===== src/rtl/time_set_ctrl_pkg.sv =====
`default_nettype none
// ============================================================================
//  Module      : time_set_ctrl_pkg
//  Description : Shared clock-setting definitions: the controller mode
//                encoding and the BCD upper limits for hours and minutes.
//  Revision    : 1.0 - initial release
// ============================================================================
package time_set_ctrl_pkg;

   // Encoding is visible on the mode output, so the values are fixed.
   typedef enum logic [1:0] {
      MODE_RUN         = 2'b00,
      MODE_SET_HOURS   = 2'b01,
      MODE_SET_MINUTES = 2'b10,
      MODE_COMMIT      = 2'b11
   } mode_e;

   // Two-digit BCD limits; a field at its limit wraps back to 00.
   localparam logic [7:0] c_hours_max   = 8'h23;
   localparam logic [7:0] c_minutes_max = 8'h59;

   function automatic logic is_set_mode(input mode_e m);
      return (m == MODE_SET_HOURS) || (m == MODE_SET_MINUTES);
   endfunction

endpackage
`default_nettype wire


===== src/rtl/time_set_ctrl_bcd_wrap_inc.sv =====
`default_nettype none
// ============================================================================
//  Module      : bcd_wrap_inc
//  Description : Combinational two-digit BCD incrementer with wrap-around.
//                A value at (or beyond) max_val wraps to 00; a units digit
//                of 9 carries into the tens digit.
//  Ports       : tens, units        - current BCD digits
//                max_val            - packed BCD limit {tens, units}
//                next_tens/units    - incremented BCD digits
//  Revision    : 1.0 - initial release
// ============================================================================
module bcd_wrap_inc (
   input  logic [3:0] tens,
   input  logic [3:0] units,
   input  logic [7:0] max_val,
   output logic [3:0] next_tens,
   output logic [3:0] next_units
);

   always_comb begin
      next_tens  = tens;
      next_units = units + 4'd1;
      // BCD ordering matches binary ordering, so a packed compare is valid
      // and also recovers cleanly from an out-of-range loaded value.
      if ({tens, units} >= max_val) begin
         next_tens  = 4'd0;
         next_units = 4'd0;
      end else if (units >= 4'd9) begin
         next_tens  = tens + 4'd1;
         next_units = 4'd0;
      end
   end

endmodule
`default_nettype wire


===== src/rtl/time_set_ctrl.sv =====
`default_nettype none
// ============================================================================
//  Module      : time_set_ctrl
//  Description : Clock time-setting controller. Generates the one-second
//                count enable in RUN, lets the user edit hours then minutes
//                with two push buttons, loads the edited time on COMMIT and
//                abandons the edit after TIMEOUT_S idle seconds.
//  Ports       : clk, reset (async, active high)
//                btn_mode, btn_inc       - single-cycle button pulses
//                cur_*                   - live BCD time from the counter
//                tick_en                 - one-second count enable
//                load_en, load_*         - load strobe and BCD load value
//                mode                    - 00 RUN, 01 SET_H, 10 SET_M, 11 COMMIT
//                blink                   - blink phase for the edited field
//  Revision    : 1.0 - initial release
// ============================================================================
module time_set_ctrl
   import time_set_ctrl_pkg::*;
#(
   parameter int CLK_DIV   = 100000000,
   parameter int TIMEOUT_S = 10
) (
   input  logic       clk,
   input  logic       reset,
   input  logic       btn_mode,
   input  logic       btn_inc,
   input  logic [3:0] cur_hours_tens,
   input  logic [3:0] cur_hours_units,
   input  logic [3:0] cur_minutes_tens,
   input  logic [3:0] cur_minutes_units,
   output logic       tick_en,
   output logic       load_en,
   output logic [3:0] load_hours_tens,
   output logic [3:0] load_hours_units,
   output logic [3:0] load_minutes_tens,
   output logic [3:0] load_minutes_units,
   output logic [1:0] mode,
   output logic       blink
);

   localparam int c_pw = (CLK_DIV > 1) ? $clog2(CLK_DIV) : 1;
   localparam int c_sw = $clog2(TIMEOUT_S + 1);
   localparam logic [c_pw-1:0] c_div_last    = c_pw'(CLK_DIV - 1);
   localparam logic [c_pw-1:0] c_div_half_m1 = c_pw'(CLK_DIV / 2 - 1);
   localparam logic [c_sw-1:0] c_secs_last   = c_sw'(TIMEOUT_S - 1);

   mode_e           r_state;
   mode_e           w_next_state;
   logic [c_pw-1:0] r_presc;
   logic [c_pw-1:0] r_idle_div;
   logic [c_sw-1:0] r_idle_secs;
   logic            r_tick_en;
   logic            r_load_en;
   logic            r_blink;
   logic [3:0]      r_hrs_tens, r_hrs_units, r_min_tens, r_min_units;

   logic            w_any_btn;
   logic            w_set_mode;
   logic            w_timeout;
   logic            w_inc_min;
   logic [3:0]      w_inc_tens_in, w_inc_units_in;
   logic [3:0]      w_inc_tens_out, w_inc_units_out;
   logic [7:0]      w_inc_max;

   assign w_any_btn  = btn_mode | btn_inc;
   assign w_set_mode = is_set_mode(r_state);
   // Timeout fires on the last cycle of the final idle second, so the FSM
   // is back in RUN exactly TIMEOUT_S*CLK_DIV cycles after the last button.
   assign w_timeout  = w_set_mode && !w_any_btn &&
                       (r_idle_div == c_div_last) && (r_idle_secs == c_secs_last);

   // One shared incrementer; the field being edited selects its operands.
   assign w_inc_min      = (r_state == MODE_SET_MINUTES);
   assign w_inc_tens_in  = w_inc_min ? r_min_tens  : r_hrs_tens;
   assign w_inc_units_in = w_inc_min ? r_min_units : r_hrs_units;
   assign w_inc_max      = w_inc_min ? c_minutes_max : c_hours_max;

   bcd_wrap_inc u_bcd_wrap_inc (
      .tens       (w_inc_tens_in),
      .units      (w_inc_units_in),
      .max_val    (w_inc_max),
      .next_tens  (w_inc_tens_out),
      .next_units (w_inc_units_out)
   );

   // ---------------------------------------------------------------- FSM
   always_ff @(posedge clk or posedge reset) begin
      if (reset) r_state <= MODE_RUN;
      else       r_state <= w_next_state;
   end

   always_comb begin
      w_next_state = r_state;
      case (r_state)
         MODE_RUN: begin
            if (btn_mode) w_next_state = MODE_SET_HOURS;
         end
         MODE_SET_HOURS: begin
            if (btn_mode)       w_next_state = MODE_SET_MINUTES;
            else if (w_timeout) w_next_state = MODE_RUN;
         end
         MODE_SET_MINUTES: begin
            if (btn_mode)       w_next_state = MODE_COMMIT;
            else if (w_timeout) w_next_state = MODE_RUN;
         end
         default: w_next_state = MODE_RUN;   // COMMIT lasts one cycle
      endcase
   end

   // ------------------------------------------------- run-mode prescaler
   always_ff @(posedge clk or posedge reset) begin
      if (reset) begin
         r_presc   <= '0;
         r_tick_en <= 1'b0;
      end else if (r_state != MODE_RUN) begin
         r_presc   <= '0;
         r_tick_en <= 1'b0;
      end else if (r_presc == c_div_last) begin
         r_presc   <= '0;
         r_tick_en <= 1'b1;
      end else begin
         r_presc   <= r_presc + 1'b1;
         r_tick_en <= 1'b0;
      end
   end

   // ------------------------------------ set-mode idle timer and blink
   always_ff @(posedge clk or posedge reset) begin
      if (reset) begin
         r_idle_div  <= '0;
         r_idle_secs <= '0;
      end else if (!w_set_mode || w_any_btn) begin
         r_idle_div  <= '0;
         r_idle_secs <= '0;
      end else if (r_idle_div == c_div_last) begin
         r_idle_div  <= '0;
         r_idle_secs <= r_idle_secs + 1'b1;
      end else begin
         r_idle_div  <= r_idle_div + 1'b1;
      end
   end

   // Blink reuses the idle sub-second counter: it toggles at the half and
   // at the end of each second, giving a CLK_DIV/2 half-period.
   always_ff @(posedge clk or posedge reset) begin
      if (reset) begin
         r_blink <= 1'b0;
      end else if (!is_set_mode(w_next_state)) begin
         r_blink <= 1'b0;
      end else if (w_set_mode && !w_any_btn &&
                   ((r_idle_div == c_div_half_m1) || (r_idle_div == c_div_last))) begin
         r_blink <= ~r_blink;
      end
   end

   // ------------------------------------------------ edit registers
   always_ff @(posedge clk or posedge reset) begin
      if (reset) begin
         r_hrs_tens  <= 4'd0;
         r_hrs_units <= 4'd0;
         r_min_tens  <= 4'd0;
         r_min_units <= 4'd0;
      end else if ((r_state == MODE_RUN) && btn_mode) begin
         r_hrs_tens  <= cur_hours_tens;
         r_hrs_units <= cur_hours_units;
         r_min_tens  <= cur_minutes_tens;
         r_min_units <= cur_minutes_units;
      end else if ((r_state == MODE_SET_HOURS) && btn_inc && !btn_mode) begin
         r_hrs_tens  <= w_inc_tens_out;
         r_hrs_units <= w_inc_units_out;
      end else if ((r_state == MODE_SET_MINUTES) && btn_inc && !btn_mode) begin
         r_min_tens  <= w_inc_tens_out;
         r_min_units <= w_inc_units_out;
      end
   end

   // load_en is registered from the next state so it is high for exactly
   // the COMMIT cycle.
   always_ff @(posedge clk or posedge reset) begin
      if (reset) r_load_en <= 1'b0;
      else       r_load_en <= (w_next_state == MODE_COMMIT);
   end

   assign mode               = r_state;
   assign tick_en            = r_tick_en;
   assign load_en            = r_load_en;
   assign blink              = r_blink;
   assign load_hours_tens    = r_hrs_tens;
   assign load_hours_units   = r_hrs_units;
   assign load_minutes_tens  = r_min_tens;
   assign load_minutes_units = r_min_units;

endmodule
`default_nettype wire


===== config.mk =====
export PLATFORM = sky130hd
export DESIGN_NAME = time_set_ctrl
export DESIGN_NICKNAME = d
export VERILOG_FILES = /design/src/rtl/time_set_ctrl_pkg.sv /design/src/rtl/time_set_ctrl_bcd_wrap_inc.sv /design/src/rtl/time_set_ctrl.sv
export SDC_FILE = /design/constraint.sdc
export NUM_CORES = 1
export LEC_CHECK = 0
export ABC_CLOCK_PERIOD_IN_PS = 4200
export CAP_MARGIN = 0
export CORE_MARGIN = 4
export CORE_UTILIZATION = 35
export CTS_CLUSTER_DIAMETER = 50
export CTS_CLUSTER_SIZE = 28
export DETAILED_ROUTE_END_ITERATION = 12
export REMOVE_ABC_BUFFERS = 1
export SETUP_SLACK_MARGIN = 0.2
export SYNTH_ARGS = -nofsm -noshare
export SYNTH_HDL_FRONTEND = slang
export SYNTH_SLANG_ARGS = --single-unit

===== constraint.sdc =====
create_clock -name clk -period 4.2 [get_ports clk]
set_clock_uncertainty 0.2 [all_clocks]
set_input_delay 0.84 -clock clk [delete_from_list [all_inputs] [get_ports clk]]
set_output_delay 0.84 -clock clk [all_outputs]
set_load 0.02 [all_outputs]

==> results.sh <==
export IMPL_portBuffers=40
export IMPL_fin_nets=522
export IMPL_status="completed"
export IMPL_crit_type="flop to flop"
export IMPL_ios=41
export IMPL_multi_input_area_sq_mm=0.00213
export IMPL_finalHoldViolations=0
export IMPL_crit_path_start_kind="flop"
export IMPL_diodes=0
export IMPL_fin_crit_ps=3130
export IMPL_routed_via_count=3292
export IMPL_layout_common_cells="dfrtp_1 (79), nor2_1 (78), nand3_1 (40), clkdlybuf4s50_1 (40), nand2_1 (36)"
export IMPL_relSlewSlack_pct=30.6
export IMPL_worst_pin_slew_ps=1040
export IMPL_syn_area_sq_mm=0.00424
export IMPL_async_reset_ff_share_pct=100
export IMPL_post_cts_setup_buffers=0
export IMPL_finalSetupViolations=0
export IMPL_ys_seq_elements=79
export IMPL_worstSkewPairLatency_ps=340
export IMPL_die_w_um=118
export IMPL_clockBufferDepth=2
export IMPL_end_kind="flop"
export IMPL_layout_cells_most_common="dfrtp_1"
export IMPL_postCtsHoldBufs=0
export IMPL_path_cells="inv_1 > ha_1 > mux2_2 > inv_1 > ha_1 > nand2b_1 > o21ai_2 > mux2_2 > a22oi_1 > a21oi_1"
export IMPL_ant_nets=0
export IMPL_place_inst=621
export IMPL_synth_edf_count=0
export IMPL_cap_violations=0
export IMPL_crit_path_top_delay_cell="ha_1"
export IMPL_synth_ff_type="dfrtp_1"
export IMPL_cts_buffers=9
export IMPL_vdd_drop_max_v=0.000226
export IMPL_first_global_vias=3305
export IMPL_die_height_um=118
export IMPL_grt_pass1_wl_um=16000
export IMPL_viasPerCell=5.17
export IMPL_wire_per_inst_um=14.3
export IMPL_drc=0
export IMPL_htree_levels=3
export IMPL_cp_data_required_time_ps=4190
export IMPL_path_max_fanout=14
export IMPL_grt_setup_unrepaired="false"
export IMPL_clock_sinks=79
export IMPL_area_growth_pct=20.1
export IMPL_r2r_start="mode[0]$_DFF_PP0_"
export IMPL_startpoint="mode[0]$_DFF_PP0_"
export IMPL_cts_tree="built"
export IMPL_wl_um=9100
export IMPL_start_util_pct=36.5
export IMPL_grt_overflow_total=0
export IMPL_drive_above_1_share_pct=6.07
export IMPL_path_delay_family="multiplexers"
export IMPL_yosysUniqueCellTypes=44
export IMPL_max_freq_mhz=319
export IMPL_first_iter_violations=194
export IMPL_clk_pin_slew_ps=60
export IMPL_rows=39
export IMPL_cp_arrival_ps=3120
export IMPL_hp_class="flop to flop"
export IMPL_fin_ws_ps=1070
export IMPL_track_usage_pct=13.7
export IMPL_r2r_setup_slack_ps=1070
export IMPL_min_delay_start="r_presc[0]$_DFF_PP0_"
export IMPL_grt_antenna_before_repair=0
export IMPL_core_area_sq_mm=0.0116
export IMPL_p_per_area_mw_per_mm2=557
export IMPL_fin_cells=637
export IMPL_seq_area_sq_mm=0.00198
export IMPL_pre_cts_ws_ps=1030
export IMPL_syn_inst=448
export IMPL_power_leakage_uw=0.00208
export IMPL_seq_area_frac_synth_pct=46.6
export IMPL_utilization_pct=43.8
export IMPL_syn_mean_instance_area_sq_um=9.46
export IMPL_die_area_sq_mm=0.0139
export IMPL_slew_viol_final=0
export IMPL_fin_total_pwr_uw=2840
export IMPL_gp_congestion=0.926
export IMPL_grt_max_degree=42
export IMPL_dp_hpwl_um=6480
export IMPL_fill_cells=1121
export IMPL_slowest_delay_ps=490
export IMPL_ctsResizeCount=0
export IMPL_fin_crit_sh_pct=74.5
export IMPL_cts_root_buf="clkbuf_16"
export IMPL_timing_critical_path_buf_inv=2
export IMPL_first_pass_iters=5
export IMPL_yosysWarnings=0
export IMPL_fin_tns_setup_ps=0
worst reg2reg max path: cells and delay by family, from the launching register on:
family,cells,cell delay [ps]
flip-flops,1,420
AND/OR/NAND/NOR,1,90
AO/OA/AOI/OAI,3,580
adder cells (fa/ha/maj),2,650
multiplexers,2,840
buffers and inverters,2,220
Yosys cell counts, drive strengths merged (3+ instances only):
cell	number	area, sq um
a211oi	3	22.5
a21oi	7	35.0
a22oi	3	22.5
a31oi	4	25.0
and2	6	37.5
and3	8	50.1
and4	6	52.6
buf	8	56.3
clkbuf	5	18.8
dfrtp	79	1980
ha	13	163
inv	15	56.3
mux2	5	56.3
mux2i	4	40.0
nand2	36	135
nand2b	7	43.8
nand3	41	210
nand4	18	113
nor2	78	293
nor3	9	45.0
nor4	12	109
o21ai	4	23.8
or3	3	18.8
xnor2	21	184
xor2	34	298
metal layers:
layer | part of all wire [%] | routed length, um | global-route usage [%]
met4 | 0.81 | 74 | 3.15
met3 | 4.4 | 405 | 4.37
met5 | 0 | 0 | 0
met2 | 45 | 4140 | 20.7
met1 | 49 | 4490 | 19.1
power by group:
group / internal [uW] / switching [uW]
clock network: 509 / 289
logic: 430 / 627
registers: 866 / 113
total: 1810 / 1030
cells by family after synthesis:
logic type / after synthesis / share of synthesized area [%]
xor gates and xnor gates: 55 / 11.4
adders and majority gates: 13 / 3.84
and+or+nand+nor: 233 / 27.9
AOI/OAI and AO/OA: 31 / 4.90
buffers and inverters: 28 / 3.10
muxes: 9 / 2.27
DFF: 79 / 46.6
layout make-up:
cell class | instances | share of cell area (%)
multi-input combinational | 341 | 41.9
sequential | 79 | 38.8
timing repair buffer | 43 | 8.55
clock buffer | 14 | 5.38
tap | 143 | 3.51
inverter | 15 | 1.11
clock inverter | 2 | 0.737
state kept, by name (all words and copies together), names as in the netlist:
signal	count
mode	2
r_presc	27
load_minutes_units	4
load_minutes_tens	4
load_en	1
r_idle_secs	4
load_hours_tens	4
tick_en	1
blink	1
load_hours_units	4
r_idle_div	27
final timing paths:
kind,endpoint,cells after the start
worst max-delay path,load_minutes_tens[1]$_DFFE_PP0P_,10
worst min-delay path,r_presc[0]$_DFF_PP0_,1
worst max register to register,load_minutes_tens[1]$_DFFE_PP0P_,10
worst min register to register,r_presc[0]$_DFF_PP0_,1
max in group asynchronous,r_idle_div[12]$_DFF_PP0_,3
min in group asynchronous,tick_en$_DFF_PP0_,2
per-stage QoR:
stage               cell area [sq um]  hold slack (ps)
CTS                              5090              289
detailed placement               4780              283
finish                           5090              282
global route                     5090              309
global placement                 4780              271
floorplan                        4170              255
No activity file was read; power rests on OpenSTA's default activity.
